`src/rtl/fetch_pkg.sv`:
```
// Shared types and constants for the IF-stage fetch engine.
package fetch_pkg;

  localparam int              XLEN        = 32;
  localparam logic [XLEN-1:0] NOP_INSTR   = 32'h0;
  localparam int              INSTR_BYTES = 4;

  typedef struct packed {
    logic [XLEN-1:0] instr;
    logic [XLEN-1:0] pc;
  } fetch_entry_t;

  function automatic logic [XLEN-1:0] next_pc(input logic [XLEN-1:0] pc);
    return pc + XLEN'(INSTR_BYTES);
  endfunction

endpackage

```
`src/rtl/instr_fetch_unit_if.sv`:
```
// Instruction-memory handshake plus the IF/ID-facing pipeline signals.
interface instr_fetch_unit_if;
  import fetch_pkg::*;

  logic            imem_req_o;
  logic [XLEN-1:0] imem_addr_o;
  logic            imem_gnt_i;
  logic            imem_rvalid_i;
  logic [XLEN-1:0] imem_rdata_i;
  logic            stall_i;
  logic            flush_i;
  logic [XLEN-1:0] branch_target_i;
  logic [XLEN-1:0] instr_o;
  logic [XLEN-1:0] pc_o;
  logic            valid_o;

  modport master (
    output imem_req_o, imem_addr_o, instr_o, pc_o, valid_o,
    input  imem_gnt_i, imem_rvalid_i, imem_rdata_i, stall_i, flush_i, branch_target_i
  );

  modport slave (
    input  imem_req_o, imem_addr_o, instr_o, pc_o, valid_o,
    output imem_gnt_i, imem_rvalid_i, imem_rdata_i, stall_i, flush_i, branch_target_i
  );

endinterface

```
`src/rtl/fetch_fifo.sv`:
```
// Synchronous FIFO with power-of-two depth, synchronous clear and
// pop-while-full support.
module fetch_fifo #(
  parameter int WIDTH = 64,
  parameter int DEPTH = 2,
  localparam int AW   = $clog2(DEPTH),
  localparam int CW   = AW + 1
) (
  input  logic             clk_i,
  input  logic             start_i,
  input  logic             push,
  input  logic             pop,
  input  logic             clear,
  input  logic [WIDTH-1:0] wdata,
  output logic [WIDTH-1:0] rdata,
  output logic             full,
  output logic             empty,
  output logic [CW-1:0]    count
);

  logic [WIDTH-1:0] mem [DEPTH];
  logic [AW-1:0]    rd_ptr;
  logic [AW-1:0]    wr_ptr;
  logic             do_push;
  logic             do_pop;

  assign empty   = (count == '0);
  assign full    = (count == CW'(DEPTH));
  assign do_pop  = pop & ~empty;
  assign do_push = push & (~full | do_pop);
  assign rdata   = mem[rd_ptr];

  always_ff @(posedge clk_i or negedge start_i) begin
    if (!start_i) begin
      rd_ptr <= '0;
      wr_ptr <= '0;
      count  <= '0;
    end else if (clear) begin
      rd_ptr <= '0;
      wr_ptr <= '0;
      count  <= '0;
    end else begin
      if (do_push) wr_ptr <= wr_ptr + AW'(1);
      if (do_pop)  rd_ptr <= rd_ptr + AW'(1);
      count <= count + CW'(do_push) - CW'(do_pop);
    end
  end

  // Storage needs no reset: reads are only meaningful while count > 0.
  always_ff @(posedge clk_i) begin
    if (do_push && !clear) mem[wr_ptr] <= wdata;
  end

endmodule

```
`src/rtl/instr_fetch_unit.sv`:
```
// IF-stage fetch engine: credit-limited in-order requests to instruction
// memory, response buffering with PCs, and flush-time discard of stale data.
module instr_fetch_unit
  import fetch_pkg::*;
#(
  parameter logic [XLEN-1:0] RESET_PC   = 32'h0000_0000,
  parameter int              FIFO_DEPTH = 2
) (
  input logic                clk_i,
  input logic                start_i,
  instr_fetch_unit_if.master bus
);

  localparam int CW = $clog2(FIFO_DEPTH) + 1;

  logic [XLEN-1:0] fetch_pc;
  logic [CW-1:0]   outstanding;
  logic [CW-1:0]   discard;
  logic            armed;

  logic [CW-1:0]   ibuf_count;
  logic            ibuf_full;
  logic            ibuf_empty;
  fetch_entry_t    ibuf_head;
  fetch_entry_t    ibuf_entry;

  logic [CW-1:0]   pcq_count;
  logic            pcq_full;
  logic            pcq_empty;
  logic [XLEN-1:0] pcq_head;

  logic [CW:0]     credit_used;
  logic            req;
  logic            accept;
  logic            resp;
  logic            drop;
  logic            keep;
  logic            ibuf_pop;
  logic            pcq_pop;
  logic [CW-1:0]   outstanding_next;

  // Buffered words plus in-flight requests never exceed the buffer depth,
  // so every granted request is guaranteed a slot on return.
  assign credit_used = {1'b0, outstanding} + {1'b0, ibuf_count};
  assign req         = start_i & (credit_used < (CW+1)'(FIFO_DEPTH)) & ~bus.flush_i;
  assign accept      = req & bus.imem_gnt_i;

  // A response with nothing outstanding (e.g. leftover from before reset) is ignored.
  assign resp     = bus.imem_rvalid_i & (outstanding != '0);
  assign drop     = resp & (discard != '0);
  assign keep     = resp & ~drop & ~bus.flush_i;
  assign pcq_pop  = resp & ~drop;
  assign ibuf_pop = ~ibuf_empty & ~bus.stall_i & ~bus.flush_i;

  assign outstanding_next = outstanding + CW'(accept) - CW'(resp);

  assign ibuf_entry.instr = bus.imem_rdata_i;
  assign ibuf_entry.pc    = pcq_head;

  fetch_fifo #(
    .WIDTH ($bits(fetch_entry_t)),
    .DEPTH (FIFO_DEPTH)
  ) u_ibuf (
    .clk_i   (clk_i),
    .start_i (start_i),
    .push    (keep),
    .pop     (ibuf_pop),
    .clear   (bus.flush_i),
    .wdata   (ibuf_entry),
    .rdata   (ibuf_head),
    .full    (ibuf_full),
    .empty   (ibuf_empty),
    .count   (ibuf_count)
  );

  fetch_fifo #(
    .WIDTH (XLEN),
    .DEPTH (FIFO_DEPTH)
  ) u_pcq (
    .clk_i   (clk_i),
    .start_i (start_i),
    .push    (accept),
    .pop     (pcq_pop),
    .clear   (bus.flush_i),
    .wdata   (fetch_pc),
    .rdata   (pcq_head),
    .full    (pcq_full),
    .empty   (pcq_empty),
    .count   (pcq_count)
  );

  always_ff @(posedge clk_i or negedge start_i) begin
    if (!start_i) begin
      fetch_pc    <= RESET_PC;
      outstanding <= '0;
      discard     <= '0;
      armed       <= 1'b0;
    end else begin
      outstanding <= outstanding_next;
      if (bus.flush_i) begin
        // Everything still in flight after this cycle belongs to the old path.
        fetch_pc <= bus.branch_target_i;
        discard  <= outstanding_next;
      end else begin
        if (accept) fetch_pc <= next_pc(fetch_pc);
        if (drop)   discard  <= discard - CW'(1);
      end
      if (accept) armed <= 1'b1;
    end
  end

  assign bus.imem_req_o  = req;
  assign bus.imem_addr_o = fetch_pc;
  assign bus.valid_o     = ~ibuf_empty;
  assign bus.instr_o     = ibuf_empty ? NOP_INSTR : ibuf_head.instr;
  assign bus.pc_o        = ibuf_empty ? '0 : ibuf_head.pc;

  a_rvalid_needs_outstanding : assert property (@(posedge clk_i) disable iff (!start_i)
    (bus.imem_rvalid_i && armed) |-> (outstanding != '0));

  a_ibuf_no_overflow : assert property (@(posedge clk_i) disable iff (!start_i)
    !(keep && ibuf_full && !ibuf_pop));

  a_pcq_no_overflow : assert property (@(posedge clk_i) disable iff (!start_i)
    !(accept && pcq_full && !pcq_pop));

  a_kept_word_has_pc : assert property (@(posedge clk_i) disable iff (!start_i)
    keep |-> !pcq_empty);

  a_inflight_accounting : assert property (@(posedge clk_i) disable iff (!start_i)
    ({1'b0, pcq_count} + {1'b0, discard}) == {1'b0, outstanding});

endmodule
```
`src/flat_wrapper.sv`:
```
// flat-port wrapper written by rule: the top's interface ports become plain ports
module instr_fetch_unit_flat import fetch_pkg::*;
#(
  parameter logic [XLEN-1:0] RESET_PC   = 32'h0000_0000,
  parameter int              FIFO_DEPTH = 2
)
  (clk_i, start_i, bus_imem_req_o, bus_imem_addr_o, bus_instr_o, bus_pc_o, bus_valid_o, bus_imem_gnt_i, bus_imem_rvalid_i, bus_imem_rdata_i, bus_stall_i, bus_flush_i, bus_branch_target_i);
  instr_fetch_unit_if bus_i ();
  input logic clk_i;
  input logic start_i;
  output wire logic [$bits(bus_i.imem_req_o)-1:0] bus_imem_req_o;
  output wire logic [$bits(bus_i.imem_addr_o)-1:0] bus_imem_addr_o;
  output wire logic [$bits(bus_i.instr_o)-1:0] bus_instr_o;
  output wire logic [$bits(bus_i.pc_o)-1:0] bus_pc_o;
  output wire logic [$bits(bus_i.valid_o)-1:0] bus_valid_o;
  input wire logic [$bits(bus_i.imem_gnt_i)-1:0] bus_imem_gnt_i;
  input wire logic [$bits(bus_i.imem_rvalid_i)-1:0] bus_imem_rvalid_i;
  input wire logic [$bits(bus_i.imem_rdata_i)-1:0] bus_imem_rdata_i;
  input wire logic [$bits(bus_i.stall_i)-1:0] bus_stall_i;
  input wire logic [$bits(bus_i.flush_i)-1:0] bus_flush_i;
  input wire logic [$bits(bus_i.branch_target_i)-1:0] bus_branch_target_i;
  assign bus_imem_req_o = bus_i.imem_req_o;
  assign bus_imem_addr_o = bus_i.imem_addr_o;
  assign bus_instr_o = bus_i.instr_o;
  assign bus_pc_o = bus_i.pc_o;
  assign bus_valid_o = bus_i.valid_o;
  assign bus_i.imem_gnt_i = bus_imem_gnt_i;
  assign bus_i.imem_rvalid_i = bus_imem_rvalid_i;
  assign bus_i.imem_rdata_i = bus_imem_rdata_i;
  assign bus_i.stall_i = bus_stall_i;
  assign bus_i.flush_i = bus_flush_i;
  assign bus_i.branch_target_i = bus_branch_target_i;
  instr_fetch_unit #(.RESET_PC(RESET_PC), .FIFO_DEPTH(FIFO_DEPTH)) u_core (.clk_i(clk_i), .start_i(start_i), .bus(bus_i));
endmodule
```
`config.mk`:
```
export PLATFORM = sky130hd
export DESIGN_NAME = instr_fetch_unit_flat
export DESIGN_NICKNAME = d
export VERILOG_FILES = /design/src/rtl/fetch_pkg.sv /design/src/rtl/instr_fetch_unit_if.sv /design/src/rtl/fetch_fifo.sv /design/src/rtl/instr_fetch_unit.sv /design/src/flat_wrapper.sv
export SDC_FILE = /design/constraint.sdc
export NUM_CORES = 1
export LEC_CHECK = 0
export ABC_AREA = 1
export CAP_MARGIN = 25
export CORE_UTILIZATION = 35
export DETAILED_ROUTE_END_ITERATION = 6
export DONT_BUFFER_PORTS = 1
export GPL_TIMING_DRIVEN = 0
export PLACE_DENSITY = 0.51
export SYNTH_ARGS = -nofsm -noshare
export SYNTH_HDL_FRONTEND = slang
export SYNTH_SLANG_ARGS = --single-unit
```
`constraint.sdc`:
```
create_clock -name clk_i -period 5.45 [get_ports clk_i]
set_input_delay 0.545 -clock clk_i [delete_from_list [all_inputs] [get_ports clk_i]]
set_output_delay 0.545 -clock clk_i [all_outputs]
set_load 0.03 [all_outputs]
```
# Word level (Yosys, flattened, before mapping)
# Memory sizes are Yosys's and may differ from the RTL's.
# Cells that the tools add are included.
# op_classes
n_bitwise,22
eq_ne,2
magnitude_cmp,1
n_reduce_logical,13
n_mux,20
add_sub_neg,13
# op_table
operator,count
32-bit two-way mux,4
"32-bit by 3-bit adder with 32-bit output, second input constant",1
2-bit nonzero test,8
1-bit AND,13
1-bit two-way mux,12
2-bit two-way mux,4
1-bit NOT,7
2-bit by 1-bit adder with 2-bit output,3
2-bit by 1-bit subtractor with 2-bit output,3
"1-bit adder, second input constant",4
"2-bit equality test, second input constant",2
2-bit logical NOT,2
2-bit by 2-bit adder with 3-bit output,1
"3-bit by 2-bit less-than comparator with 1-bit output, second input constant",1
1-bit logical AND,2
1-bit OR,2
"2-bit by 1-bit subtractor with 2-bit output, second input constant",1
1-bit logical NOT,1
# totals
regBits,44
n_memories,2
mem_bits_rw,192
in_bits,70
# mem_list
name,words,width,read_ports,rd_clocked_by_memory_dff,wr,line,text
u_core.u_ibuf.mem,2,64,1,0,1,fetch_fifo.sv:21,logic [WIDTH-1:0] mem [DEPTH];
u_core.u_pcq.mem,2,32,1,0,1,fetch_fifo.sv:21,

# Logic depth before layout (Yosys ltp)
# depth
ltp_word,11
ltp_mapped,13
depth_no_buf,12

# Cells and area by module
# From an unflattened synthesis, not the netlist that was laid out.
# unflattened
hier_cells,1108
area_unflattened_um2,10656.5
# modules_own_cells
mod,cells_each,seq_area_each_um2,area_per_inst_um2,instances
fetch_fifo at u_core.u_ibuf,377,3943.8,4952.2,1
instr_fetch_unit,525,900.9,3101.7,1
fetch_fifo at u_core.u_pcq,206,2021.9,2602.5,1

# Least setup slack after synthesis
# Ideal clock, no wire load.
# synth_timing
kind,in2reg
from,in bus_imem_rvalid_i
to,"mem u_core.u_ibuf.mem[0][0], enable pin"
setup_ns,0.486
path_buffers,0
arrival_ns,3.652
cell_stages,6
setup_slack_ns,1.312
cell_sequence,o21ai_0 -> inv_1 -> nand2_1 -> inv_1 -> nand2_1 -> nor2_1
# synth_via
elab_chain_len,9
# synth_lines
element,line,text
start: declaration,flat_wrapper.sv:17,input wire logic [$bits(bus_i.imem_rvalid_i)-1:0] bus_imem_rvalid_i;
1-bit AND (*),instr_fetch_unit.sv:49,assign resp = bus.imem_rvalid_i & (outstanding != '0);
1-bit AND,instr_fetch_unit.sv:50,assign drop = resp & (discard != '0);
1-bit NOT,instr_fetch_unit.sv:51,assign keep = resp & ~drop & ~bus.flush_i;
1-bit AND (*) (2 in a row),instr_fetch_unit.sv:51,
1-bit AND (*),fetch_fifo.sv:30,assign do_push = push & (~full | do_pop);
1-bit logical AND (*),fetch_fifo.sv:51,if (do_push && !clear) mem[wr_ptr] <= wdata;
1-bit two-way mux (*),fetch_fifo.sv:51,
1-bit two-way mux (implied by the code) (*),fetch_fifo.sv:51,
end: declaration,fetch_fifo.sv:21,
# Every way passes the cells marked *; elsewhere a longest branch is shown, timed or not.

# Final worst setup path
# layout_timing
from,reg u_core.u_ibuf.rd_ptr
to,out bus_pc_o[14]
# layout_via
elab_chain_len,2
# layout_lines
element,line,text
start: declaration,fetch_fifo.sv:22,logic [AW-1:0] rd_ptr;
start signal: assignment,fetch_fifo.sv:44,if (do_pop) rd_ptr <= rd_ptr + AW'(1);
memory 2 x 64 bit,n/a,
32-bit two-way mux,instr_fetch_unit.sv:116,assign bus.pc_o = ibuf_empty ? '0 : ibuf_head.pc;
end: declaration,flat_wrapper.sv:14,output wire logic [$bits(bus_i.pc_o)-1:0] bus_pc_o;
# No other way between the ends.

==> flow_summary.yaml <==
sta:
  totalNegativeSetupSlack_ns: 0
  worstMarginPinSlew_ns: 0.9190
  fin_crit_sh_pct: 53.80
  rsz0062_at_grt: "no"
  slew_violations: 0
  fin_skew_ns: 0.008773
  setup_viol: 0
  fin_crit_ns: 2.932
  finalHoldViolations: 0
  relSlewSlack_pct: 38.92
  fmax_ghz: 0.3411
clock_tree:
  cts_resized: 0
  cts_inserted_buffers: 26
  ctsHtreeMaxLevel: 1
  path_clk_slew_ns: 0.06
  cts_max_path_buffers: 3
  post_cts_buffers: 0
  cts_tree: "done"
  clk_latency_ns: 0.52
  cts.sinks: 236
  holdBufCountCts: 2
  clock-root-buffer: "clkbuf_16"
placed_design:
  dp.cells: 1337
  hpwl_um: 16390
  port_buffers: 0
  gp_congestion: 0.8669
floorplanning:
  start_util_pct: 35.92
  dieWidth_um: 171.8
  coreArea_um2: 28090
  ioPinCount: 168
  rows: 61
  die_area_um2: 29510
  die_h_um: 171.8
yosys:
  syn-cell-area_um2: 10090
  synth.distinct_cells: 30
  ys_top_cells_by_area: "edfxtp_1 57%, nand2_1 13%, dfrtp_1 11%, nand3_1 3.4%, a21oi_1 3.4%"
  synth_area_leader_cell: "edfxtp_1"
  synth_seq_cells: 236
  syn_inst: 953
  synth.yosys.warnings: 0
  netlist.area_leader.share_pct: 57.15
  ys_seq_area_share_pct: 68.06
  syn_nets: 1031
  syn_avg_cell_area_um2: 10.59
cells_and_area:
  utilization_pct: 41.23
  instances_no_fill: 1386
  diodes: 0
  nNetsFinal: 1067
  drive_gt1_share_pct: 8.433
  area_delta_synth_final_pct: 14.78
worst_setup_path:
  slowest_delay_ns: 0.72
  cp_top_family: "compound AO/OA/AOI/OAI gates"
  path_class: "reg2out"
  worstSetupStartpointType: "flop"
  worstPathRequired_ns: 4.91
  path_max_fanout: 10
  worst_setup_path_end_kind: "output pin"
  slowest_stage: "a21oi_1"
  critPathBufInv: 2
  arrival_ns: 2.39
  crit_chain: "inv_2 -> clkbuf_1 -> nand2_1 -> a21oi_1"
routing:
  viasPerCell: 4.662
  post-route-drc-count: 0
  wl_per_cell_um: 17.10
  drt_iter0_markers: 422
  finalWirelength_um: 23700
  vias: 6461
  firstDrtPassIters: 4
  drtAntennaViolNets: 0
job:
  maxCapViolCount: 0
global_routing:
  antenna_found_initial: 0
  grt-ovfl-total: 0
  track_usage_pct: 16.17
  use_met2_pct: 26.47
  first_global_vias: 6213
  grt_util_met1_pct: 20.92
  grt_pass1_wl_um: 35740
  use_met3_pct: 4.740
  grt_max_degree: 45
  top_usage_layer: "met2"
pwr:
  comb_power_share_pct: 15.9
  power_frac_seq_pct: 48.6
  power_density_nw_per_um2: 412.8
  irDropWorstVdd_v: 0.0002258
  pwr-share-clk_pct: 35.5
  p_int_w: 0.003318
  p_sw_w: 0.001462
  switching_share_pct: 30.58
  cellLeakagePower_nw: 4.408
status:
  status: "completed"
min_path:
  hp-class: "in2reg"
[layer usage]
layer	share of wire, %	up-vias	wire [um]
li1	-	3264	-
met1	45	2979	10560
met2	46	184	10810
met3	8.0	34	1897
met4	1.8	0	428
met5	0	-	0
[Yosys cell counts]
cell type / instances
nand2_1: 361
edfxtp_1: 192
nand3_1: 69
a21oi_1: 68
inv_1: 59
dfrtp_1: 44
nor2_1: 43
clkbuf_1: 21
o21ai_0: 21
buf_2: 13
xnor2_1: 8
ha_1: 7
o21bai_1: 6
nand2_2: 5
nor2_4: 5
nor2_2: 4
nor3_1: 4
o211ai_1: 4
xor2_1: 4
buf_6: 3
buf_4: 2
inv_2: 2
a31oi_1: 1
and2_1: 1
buf_8: 1
fa_1: 1
inv_4: 1
nand2_4: 1
nand4_1: 1
nand4_4: 1
[sequential cells by signal (all words and copies together) (netlist names), 2 cells and up]
signal and cells:
u_core.u_pcq.mem 64, u_core.u_ibuf.count 2, u_core.u_pcq.count 2, u_core.discard 2, u_core.bus.imem_addr_o 32, u_core.outstanding 2, u_core.u_ibuf.mem 128
[cells by family after synthesis]
group,after synthesis,synth area share (%)
compound gates,100,5.221
buf+inv,102,4.390
simple gates,495,20.22
xor+xnor,12,1.042
fa+ha+maj,8,1.067
flops,236,68.06
[final timing paths]
| kind | to | cells after the start | from | slack (ns) |
|---|---|---|---|---|
| max | bus_pc_o[14] | 4 | u_core.u_ibuf.rd_ptr | 2.52 |
| min | u_core.u_ibuf.mem[1][32] | 0 | bus_imem_rdata_i[0] | 0.11 |
| max reg2reg | u_core.u_pcq.mem[0][9] | 10 | u_core.u_ibuf.count[0] | 2.64 |
| min reg2reg | u_core.u_pcq.wr_ptr | 2 | u_core.u_pcq.wr_ptr | 0.51 |
| max in group asynchronous | u_core.u_pcq.rd_ptr | 2 | start_i | 4.70 |
| min in group asynchronous | u_core.bus.imem_addr_o[26] | 2 | start_i | 0.51 |
[final cells by class]
type	count	area, um^2
clock buffers	35	715.7
plain buffers	40	207.7
well taps	378	473.0
fillers	2715	16510
flip-flops and latches	236	6867
inverters	62	235.2
multi-input cells	615	2801
clock inverters	12	115.1
repair buffers	8	165.2
[power by group through the flow]
| stage | clock network (W) | logic, W | registers (W) |
|---|---|---|---|
| floorplan | 0 | 0.000580 | 0.00231 |
| global placement | 0 | 0.000738 | 0.00237 |
| detailed placement | 0 | 0.000766 | 0.00236 |
| CTS | 0.00173 | 0.000779 | 0.00232 |
| global route | 0.00180 | 0.000860 | 0.00234 |
| finish | 0.00170 | 0.000762 | 0.00232 |
[worst register-to-register path, delay by kind of cell (launching register included)]
kind | cells | cell delay, ns
adder cells (fa/ha/maj) | 1 | 0.43
flip-flops | 1 | 0.41
buffers and inverters | 5 | 1.11
AND/OR/NAND/NOR | 4 | 0.55
[layout by cell type (no fill, tap or decap)]
| master | count |
|---|---|
| clkbuf_16 | 27 |
| bufinv_16 | 2 |
| buf_16 | 2 |
| clkbuf_1 | 28 |
| clkbuf_8 | 1 |
| nor2_1 | 40 |
| xnor2_1 | 8 |
| edfxtp_1 | 192 |
| dfrtp_1 | 44 |
| clkinv_2 | 4 |
| nand2_4 | 1 |
| fa_1 | 1 |
| o21bai_1 | 6 |
| clkinv_1 | 3 |
| buf_8 | 1 |
| inv_2 | 2 |
| clkinv_4 | 1 |
| nand2_1 | 361 |
| nor2_2 | 4 |
| ha_1 | 7 |
| o21ai_0 | 21 |
| buf_12 | 5 |
| clkinvlp_4 | 2 |
| nor3_1 | 4 |
| a21oi_1 | 68 |
| o211ai_1 | 4 |
| nand4_4 | 1 |
| nand2_2 | 5 |
| buf_4 | 2 |
| xor2_1 | 4 |
| inv_4 | 1 |
| buf_6 | 3 |
| nor2_4 | 8 |
| dlygate4sd3_1 | 1 |
| and2_1 | 1 |
| inv_1 | 59 |
| nand3_1 | 69 |
| buf_2 | 13 |
| a31oi_1 | 1 |
| nand4_1 | 1 |
[metrics by stage]
stage | setup WS, ns | total power, W | hold slack, ns | area (um^2)
3_5_place_dp | 2.638 | 0.003127 | 0.2511 | 10710
5_1_grt | 2.326 | 0.005007 | 0.08311 | 11580
3_3_place_gp | -0.6844 | 0.003105 | 0.2509 | 10560
6_report | 2.518 | 0.004780 | 0.1098 | 11580
2_1_floorplan | 1.312 | 0.002894 | 0.2494 | 10090
4_1_cts | 2.445 | 0.004835 | 0.08907 | 11580
Note: power is estimated with default switching activity, not from simulation.
